## src/rtl/ssd_scan_ctrl.sv

```systemverilog
// Four-digit common-anode seven-segment scan controller.
// Frame-coherent shadow of the display contents, dead-time guarded digit select, registered active-low outputs.
module ssd_scan_ctrl #(
    parameter int SCAN_DIV = 100000,
    parameter int DEAD     = 2,
    parameter int CNT_W    = 17
) (
    input  logic        clk,
    input  logic        rst,
    input  logic [15:0] digits,
    input  logic [3:0]  digit_en,
    input  logic [3:0]  dp_in,
    input  logic        blank_lz,
    output logic [3:0]  ssd_ctrl,
    output logic [7:0]  ssd_out,
    output logic [1:0]  scan_idx,
    output logic        frame_tick
);

    logic [CNT_W-1:0] presc_q, presc_d;
    logic [CNT_W-1:0] dead_q, dead_d;
    logic [1:0]       scan_d;
    logic [15:0]      sh_digits_q, sh_digits_d;
    logic [3:0]       sh_en_q, sh_en_d;
    logic [3:0]       sh_dp_q, sh_dp_d;
    logic             sh_lz_q, sh_lz_d;
    logic             tick, load, lit, blank;
    logic [3:0]       cur_val;
    logic [6:0]       seg;
    logic [3:0]       ctrl_d;
    logic [7:0]       out_d;

    always_comb begin
        tick    = (presc_q == CNT_W'(SCAN_DIV - 1));
        load    = tick && (scan_idx == 2'd3);
        presc_d = tick ? '0 : presc_q + CNT_W'(1);
        scan_d  = tick ? scan_idx + 2'd1 : scan_idx;
        if (tick)
            dead_d = CNT_W'(DEAD);
        else if (dead_q != '0)
            dead_d = dead_q - CNT_W'(1);
        else
            dead_d = '0;

        sh_digits_d = load ? digits   : sh_digits_q;
        sh_en_d     = load ? digit_en : sh_en_q;
        sh_dp_d     = load ? dp_in    : sh_dp_q;
        sh_lz_d     = load ? blank_lz : sh_lz_q;
    end

    // Outputs are decoded from next-state values so they line up with scan_idx without a cycle of lag.
    always_comb begin
        cur_val = sh_digits_d[{scan_d, 2'b00} +: 4];
        case (scan_d)
            2'd3:    blank = sh_lz_d && (sh_digits_d[15:12] == 4'h0);
            2'd2:    blank = sh_lz_d && (sh_digits_d[15:8] == 8'h00);
            2'd1:    blank = sh_lz_d && (sh_digits_d[15:4] == 12'h000);
            default: blank = 1'b0;
        endcase

        case (cur_val)
            4'h0: seg = 7'b0000001;
            4'h1: seg = 7'b1001111;
            4'h2: seg = 7'b0010010;
            4'h3: seg = 7'b0000110;
            4'h4: seg = 7'b1001100;
            4'h5: seg = 7'b0100100;
            4'h6: seg = 7'b0100000;
            4'h7: seg = 7'b0001111;
            4'h8: seg = 7'b0000000;
            4'h9: seg = 7'b0000100;
            4'hA: seg = 7'b0001000;
            4'hB: seg = 7'b1100000;
            4'hC: seg = 7'b0110001;
            4'hD: seg = 7'b1000010;
            4'hE: seg = 7'b0110000;
            default: seg = 7'b0111000;
        endcase

        lit    = (dead_d == '0) && sh_en_d[scan_d];
        ctrl_d = 4'hF;
        out_d  = 8'hFF;
        if (lit) begin
            ctrl_d = ~(4'b0001 << scan_d);
            out_d  = {(blank ? 7'h7F : seg), ~sh_dp_d[scan_d]};
        end
    end

    always_ff @(posedge clk or posedge rst) begin
        if (rst) begin
            presc_q     <= '0;
            dead_q      <= '0;
            scan_idx    <= 2'd0;
            frame_tick  <= 1'b0;
            sh_digits_q <= '0;
            sh_en_q     <= '0;
            sh_dp_q     <= '0;
            sh_lz_q     <= 1'b0;
            ssd_ctrl    <= 4'hF;
            ssd_out     <= 8'hFF;
        end else begin
            presc_q     <= presc_d;
            dead_q      <= dead_d;
            scan_idx    <= scan_d;
            frame_tick  <= load;
            sh_digits_q <= sh_digits_d;
            sh_en_q     <= sh_en_d;
            sh_dp_q     <= sh_dp_d;
            sh_lz_q     <= sh_lz_d;
            ssd_ctrl    <= ctrl_d;
            ssd_out     <= out_d;
        end
    end

endmodule

```

## config.mk

```make
export PLATFORM = sky130hd
export DESIGN_NAME = ssd_scan_ctrl
export DESIGN_NICKNAME = d
export VERILOG_FILES = /design/src/rtl/ssd_scan_ctrl.sv
export SDC_FILE = /design/constraint.sdc
export NUM_CORES = 1
export LEC_CHECK = 0
export CORE_MARGIN = 1
export CORE_UTILIZATION = 51
export DETAILED_ROUTE_END_ITERATION = 8
export PLACE_DENSITY = 0.85
export SYNTH_ARGS = -nofsm -noshare
export SYNTH_HDL_FRONTEND = slang
export SYNTH_SLANG_ARGS = --single-unit
```

## constraint.sdc

```tcl
create_clock -name clk -period 3.2 [get_ports clk]
set_input_delay 0.64 -clock clk [delete_from_list [all_inputs] [get_ports clk]]
set_output_delay 0.64 -clock clk [all_outputs]
set_load 0.03 [all_outputs]
```

# Yosys cells after proc, flatten, opt, wreduce, memory -nomap -nowiden
# Memory sizes are Yosys's and may differ from the RTL's.
# Index checks and enable logic that the tools add are counted.
op_classes:
  n_addsub: 3
  order_cmp: 1
  n_eq_ne: 5
  shifts: 2
  n_mux: 16
  bitwise_logic: 2
  n_reduce_logical: 10
op_table:
  columns: ["op", "n"]
  rows:
  - ["2-to-1 mux 17 bit", 3]
  - ["adder 17 x 1 -> 17 bit (second input constant)", 1]
  - ["equality test 17 bit (second input constant)", 1]
  - ["zero test 17 bit", 1]
  - ["nonzero test 17 bit", 1]
  - ["subtractor 17 x 1 -> 17 bit (second input constant)", 1]
  - ["2-to-1 mux 16 bit", 1]
  - ["variable part select 16 x 5 -> 4 bit", 1]
  - ["zero test 12 bit", 1]
  - ["2-to-1 mux 4 bit", 3]
  - ["zero test 8 bit", 1]
  - ["2-to-1 mux 8 bit", 1]
  - ["2-to-1 mux 7 bit", 1]
  - ["equality test 2 bit (second input constant)", 3]
  - ["logical AND 1 bit", 5]
  - ["binary-select mux 1 bit (select 2 bit)", 2]
  - ["zero test 4 bit", 1]
  - ["inverter 4 bit", 1]
  - ["<< shifter 1 x 2 -> 4 bit (first input constant)", 1]
  - ["< comparator 2 x 3 -> 1 bit (second input constant)", 1]
  - ["2-to-1 mux 1 bit", 3]
  - ["case mux 1 bit (3 select lines)", 1]
  - ["adder 2 x 1 -> 2 bit (second input constant)", 1]
  - ["equality test 2 x 1 -> 1 bit (second input constant)", 1]
  - ["2 further kinds", 2]
word_totals:
  ff_bits: 74
  romBits: 112
  input_bits: 27
  output_inout_bits: 15
  word_cells: 50
  n_memories: 1
memory_table:
  columns: ["name", "depth", "width", "rd", "rd_ports_with_merged_regs", "wr", "line", "text"]
  rows:
  - ["(name not given)", 16, 7, 1, 0, 0, "61", "case (cur_val)"]

# Logic depth before layout (Yosys ltp)
logic_depth:
  depth_word: 8
  ltp_mapped: 13

# Worst setup path after synthesis
# OpenSTA, ideal clock, no wires.
synth_path:
  path_kind: "reg-to-reg"
  start: "reg presc_q[8]"
  end: "reg ssd_out[4]"
  setup_ns: 0.080
  arrival_time_ns: 3.345
  slack_ns: -0.225
  path_stages_with_launch: 11
  path_buffers: 0
  synth_period_minus_slack_ns: 3.425
  cell_sequence: "dfrtp_1 or4b_4 nor4_4 xor2_4 inv_1 o21ai_0 inv_1 ha_1 inv_1 mux4_1 nand2b_1"
synth_between:
  word_cells_on_any_way: 25
synth_lines:
  columns: ["element", "line", "text"]
  rows:
  - ["from (decl)", "20", "logic [CNT_W-1:0] presc_q, presc_d;"]
  - ["from (signal assigned)", "102", "presc_q <= presc_d;"]
  - ["equality test 17 bit *", "34", "tick = (presc_q == CNT_W'(SCAN_DIV - 1));"]
  - ["2-to-1 mux 2 bit *", "37", "scan_d = tick ? scan_idx + 2'd1 : scan_idx;"]
  - ["net scan_d[0]", "22", "logic [1:0] scan_d;"]
  - ["variable part select 16 x 5 -> 4 bit, or another cell as far along", "53", "cur_val = sh_digits_d[{scan_d, 2'b00} +: 4];"]
  - ["memory read (16 x 7 bit), or another cell as far along", null, null]
  - ["2-to-1 mux 7 bit / logical AND 1 bit (equally long branches)", "85, 80", null]
  - ["2-to-1 mux 8 bit *", "83", "if (lit) begin"]
  - ["net out_d[4]", "31", "logic [7:0] out_d;"]
  - ["to (signal assigned)", "111", "ssd_out <= out_d;"]
  - ["to (decl)", "15", "output logic [7:0] ssd_out,"]
# Mark *: on every way through the listed nets, which the timed path passes. The rest lies on a longest branch. The select of a mux whose other input is x is not followed.

# Final worst setup path
layout_path:
  start: "reg presc_q[14]"
  end: "reg ssd_out[4]"
# The elaborated chain is that of the path after synthesis.

==> impl_metrics.env <==
export IMPL_cp_required_ns=3.49
export IMPL_die_w_um=91.0
export IMPL_synth_top_cells_by_count="nand2_1, dfrtp_1, nor2_1, xnor2_1"
export IMPL_hpwl_mm=6.60
export IMPL_maxCapViolCount=0
export IMPL_critPathBufInv=3
export IMPL_layout_nets=505
export IMPL_rsz0062_at_grt="yes"
export IMPL_ios=42
export IMPL_rows=32
export IMPL_grt_start_max_net_pins=51
export IMPL_layout_setup_ws_ns=-0.0462
export IMPL_drv_slew=0
export IMPL_critPathSlowestCell="or4b_4"
export IMPL_startpoint_type="flop"
export IMPL_crit_top_cell="nand4_1"
export IMPL_cts_hold_buffers=0
export IMPL_worst_pin_slew_ns=0.530
export IMPL_syn_num_nets=435
export IMPL_synth_area_leaders="dfrtp_1, dfstp_2, nand2_1"
export IMPL_cts_num_sinks=74
export IMPL_violations="setup timing"
export IMPL_multi_input_area_sq_um=2140
export IMPL_slew_headroom=0.643
export IMPL_hp_start="sh_en_q[2]"
export IMPL_regToRegStartpoint="presc_q[14]"
export IMPL_area_growth_pct=27.5
export IMPL_synth_edff_count=0
export IMPL_hold_violations=0
export IMPL_start_util=0.526
export IMPL_grt_pass1_vias=3272
export IMPL_setup_tns_final_ns=-0.0462
export IMPL_ctsRootBufferMaster="clkbuf_8"
export IMPL_vias=3249
export IMPL_hp_class="flop to flop"
export IMPL_wl_per_cell_um=16.5
export IMPL_syn_area_per_cell_sq_um=10.2
export IMPL_hold_path_endpoint="sh_en_q[2]"
export IMPL_die_area_sq_um=8280
export IMPL_path_max_fanout=5
export IMPL_cts_buffers=9
export IMPL_leakage_nw=2.22
export IMPL_insertion_delay_ns=0.35
export IMPL_synth_cells=395
export IMPL_ir_drop_mv=0.259
export IMPL_totalWireLength_mm=9.44
export IMPL_worstPathCellList="or4b_4, nor4_4, buf_4, xor2_4, inv_4, nand4_1, nand4_1, ha_1, inv_1, mux4_2, nand2b_4"
export IMPL_reg2reg_to="ssd_out[4]"
export IMPL_p_per_area_nw_per_um2=383
export IMPL_synth_flop_cell="dfrtp_1"
export IMPL_worst_setup_path_type="flop to flop"
export IMPL_ys_ff_latch=74
export IMPL_clock_path_buffers=2
export IMPL_fin_skew_ns=0.00806
export IMPL_grt_usage=0.240
export IMPL_antenna_found_initial=0
export IMPL_status="finished, violations left"
export IMPL_postRouteAntennaNets=0
export IMPL_seq_area_sq_um=1870
export IMPL_routabilityCongestion=0.884
export IMPL_worstPathArrival_ns=3.53
export IMPL_rrSetupSlack_ns=-0.05
export IMPL_synth_area_sq_um=4040
export IMPL_yosysSeqAreaShare=0.462
export IMPL_rr_worst_depth=11
export IMPL_clk_pin_slew_ns=0.08
export IMPL_die_h_um=91.0
export IMPL_utilization=0.670
export IMPL_grt_pass1_wl_mm=15.6
export IMPL_cts_tree="yes"
export IMPL_finalPower_mw=1.97
export IMPL_fp_coreArea_sq_um=7690
export IMPL_fin_crit_sh=1.01
export IMPL_slowest_delay_ns=0.58
export IMPL_synth_cell_types=60
export IMPL_ys_warn_count=0
export IMPL_layout_drive_gt1_share=0.234
export IMPL_drt_pass1_iterations=4
export IMPL_setup_viol=1
export IMPL_ys_async_sr_fraction=1.00
export IMPL_hold_depth=2
export IMPL_fmax_mhz=308
export IMPL_overflow=0
export IMPL_fin_crit_ns=3.25
export IMPL_critPathTopFamily="simple AND/OR/NAND/NOR gates"
export IMPL_h_tree_depth=3
export IMPL_drt_iter0_drc=192
export IMPL_via_per_inst=5.68
export IMPL_crit_path_end_kind="flop"
export IMPL_drc=0
export IMPL_synth_top_cell_area_share=0.384
export IMPL_port_buffers=41
export IMPL_n_antenna_cell=0
export IMPL_yosysMostFrequentCell="nand2_1"
export IMPL_synth_top_cell_by_area="dfrtp_1"
export IMPL_nFillCells=537
metal layers:
metal  vias up  part of all wire  track usage
met5         -                 0            0
met4         0             0.029        0.122
met3        26             0.056       0.0402
met2       116              0.47        0.376
met1      1591              0.44        0.323
li1       1516                 -            -
worst register-to-register path, stage by stage, from the launching register on:
cell,delay (ns)
dfrtp_1,0.39
or4b_4,0.58
nor4_4,0.39
buf_4,0.21
xor2_4,0.23
inv_4,0.08
nand4_1,0.09
nand4_1,0.22
ha_1,0.38
inv_1,0.04
mux4_2,0.44
nand2b_4,0.14
worst max path at each step:
stage / from / end / slack, ns / cells after the start
after global placement: presc_q[11] / ssd_out[4] / 0.11 / 10
final: presc_q[14] / ssd_out[4] / -0.05 / 11
after global routing: presc_q[14] / ssd_out[4] / -0.17 / 11
after CTS: presc_q[8] / ssd_out[4] / 0.003 / 11
after detailed placement: presc_q[13] / ssd_out[3] / -0.003 / 9
after floorplan: presc_q[8] / ssd_out[4] / 0.01 / 11
layout make-up:
| class | instances | share of cell area |
|---|---|---|
| well taps | 102 | 0.0248 |
| multi-input cells | 292 | 0.416 |
| inverters | 14 | 0.0117 |
| flip-flops and latches | 74 | 0.362 |
| repair buffers | 74 | 0.134 |
| clock buffers | 11 | 0.0274 |
| clock inverters | 5 | 0.0243 |
report_power, final:
group	total, mW	internal, mW	leakage (nW)	switching [mW]
combinational	0.0686	0.0358	1.23	0.0328
sequential	0.940	0.939	0.858	0.000793
clock	0.964	0.617	0.134	0.346
total	1.97	1.59	2.22	0.380
metrics by stage:
stage               cell area, sq um  setup WS [ns]  hold WS, ns  instances
finish                          5150        -0.0462        0.473        572
CTS                             4980        0.00272        0.473        562
global route                    5150         -0.170        0.516        572
global placement                4700          0.107        0.448        546
detailed placement              4700       -0.00295        0.456        546
floorplan                       4050         0.0126        0.433        395
registers in the layout, summed over array words and instances, names as in the netlist:
name,flops
ssd_out,8
sh_dp_q,4
ssd_ctrl,4
scan_idx,2
sh_en_q,4
presc_q,17
sh_digits_q,16
sh_lz_q,1
dead_q,17
frame_tick,1
layout by cell type (no fill, tap or decap), types with 11 or more instances in the layout:
master,netlist,routed
nand2_1,83,83
dfrtp_1,62,62
clkdlybuf4s50_1,0,41
nor2_1,36,36
buf_4,0,28
xnor2_1,15,15
xor2_1,14,14
nand3_1,13,13
dfstp_2,12,12
nand4_1,11,11
mux2_2,12,11
cells by family (layout without fill, tap and decap cells):
logic type | count (synthesis) | after routing | synth area share
compound gates | 32 | 32 | 0.0576
xor+xnor | 30 | 30 | 0.0697
fa+ha+maj | 13 | 13 | 0.0403
buf+inv | 29 | 104 | 0.0319
flops | 74 | 74 | 0.462
mux | 29 | 29 | 0.106
simple gates | 188 | 188 | 0.233
what timing repair did:
action                                  CTS  global route
setup buffers                             0            10
cloned                                    0             0
pin swaps                                 5            12
endpoints found under the setup margin    6             7
endpoints found under the hold margin     0             0
resized for setup                         3            16
Note: power is estimated with default switching activity, not from simulation.
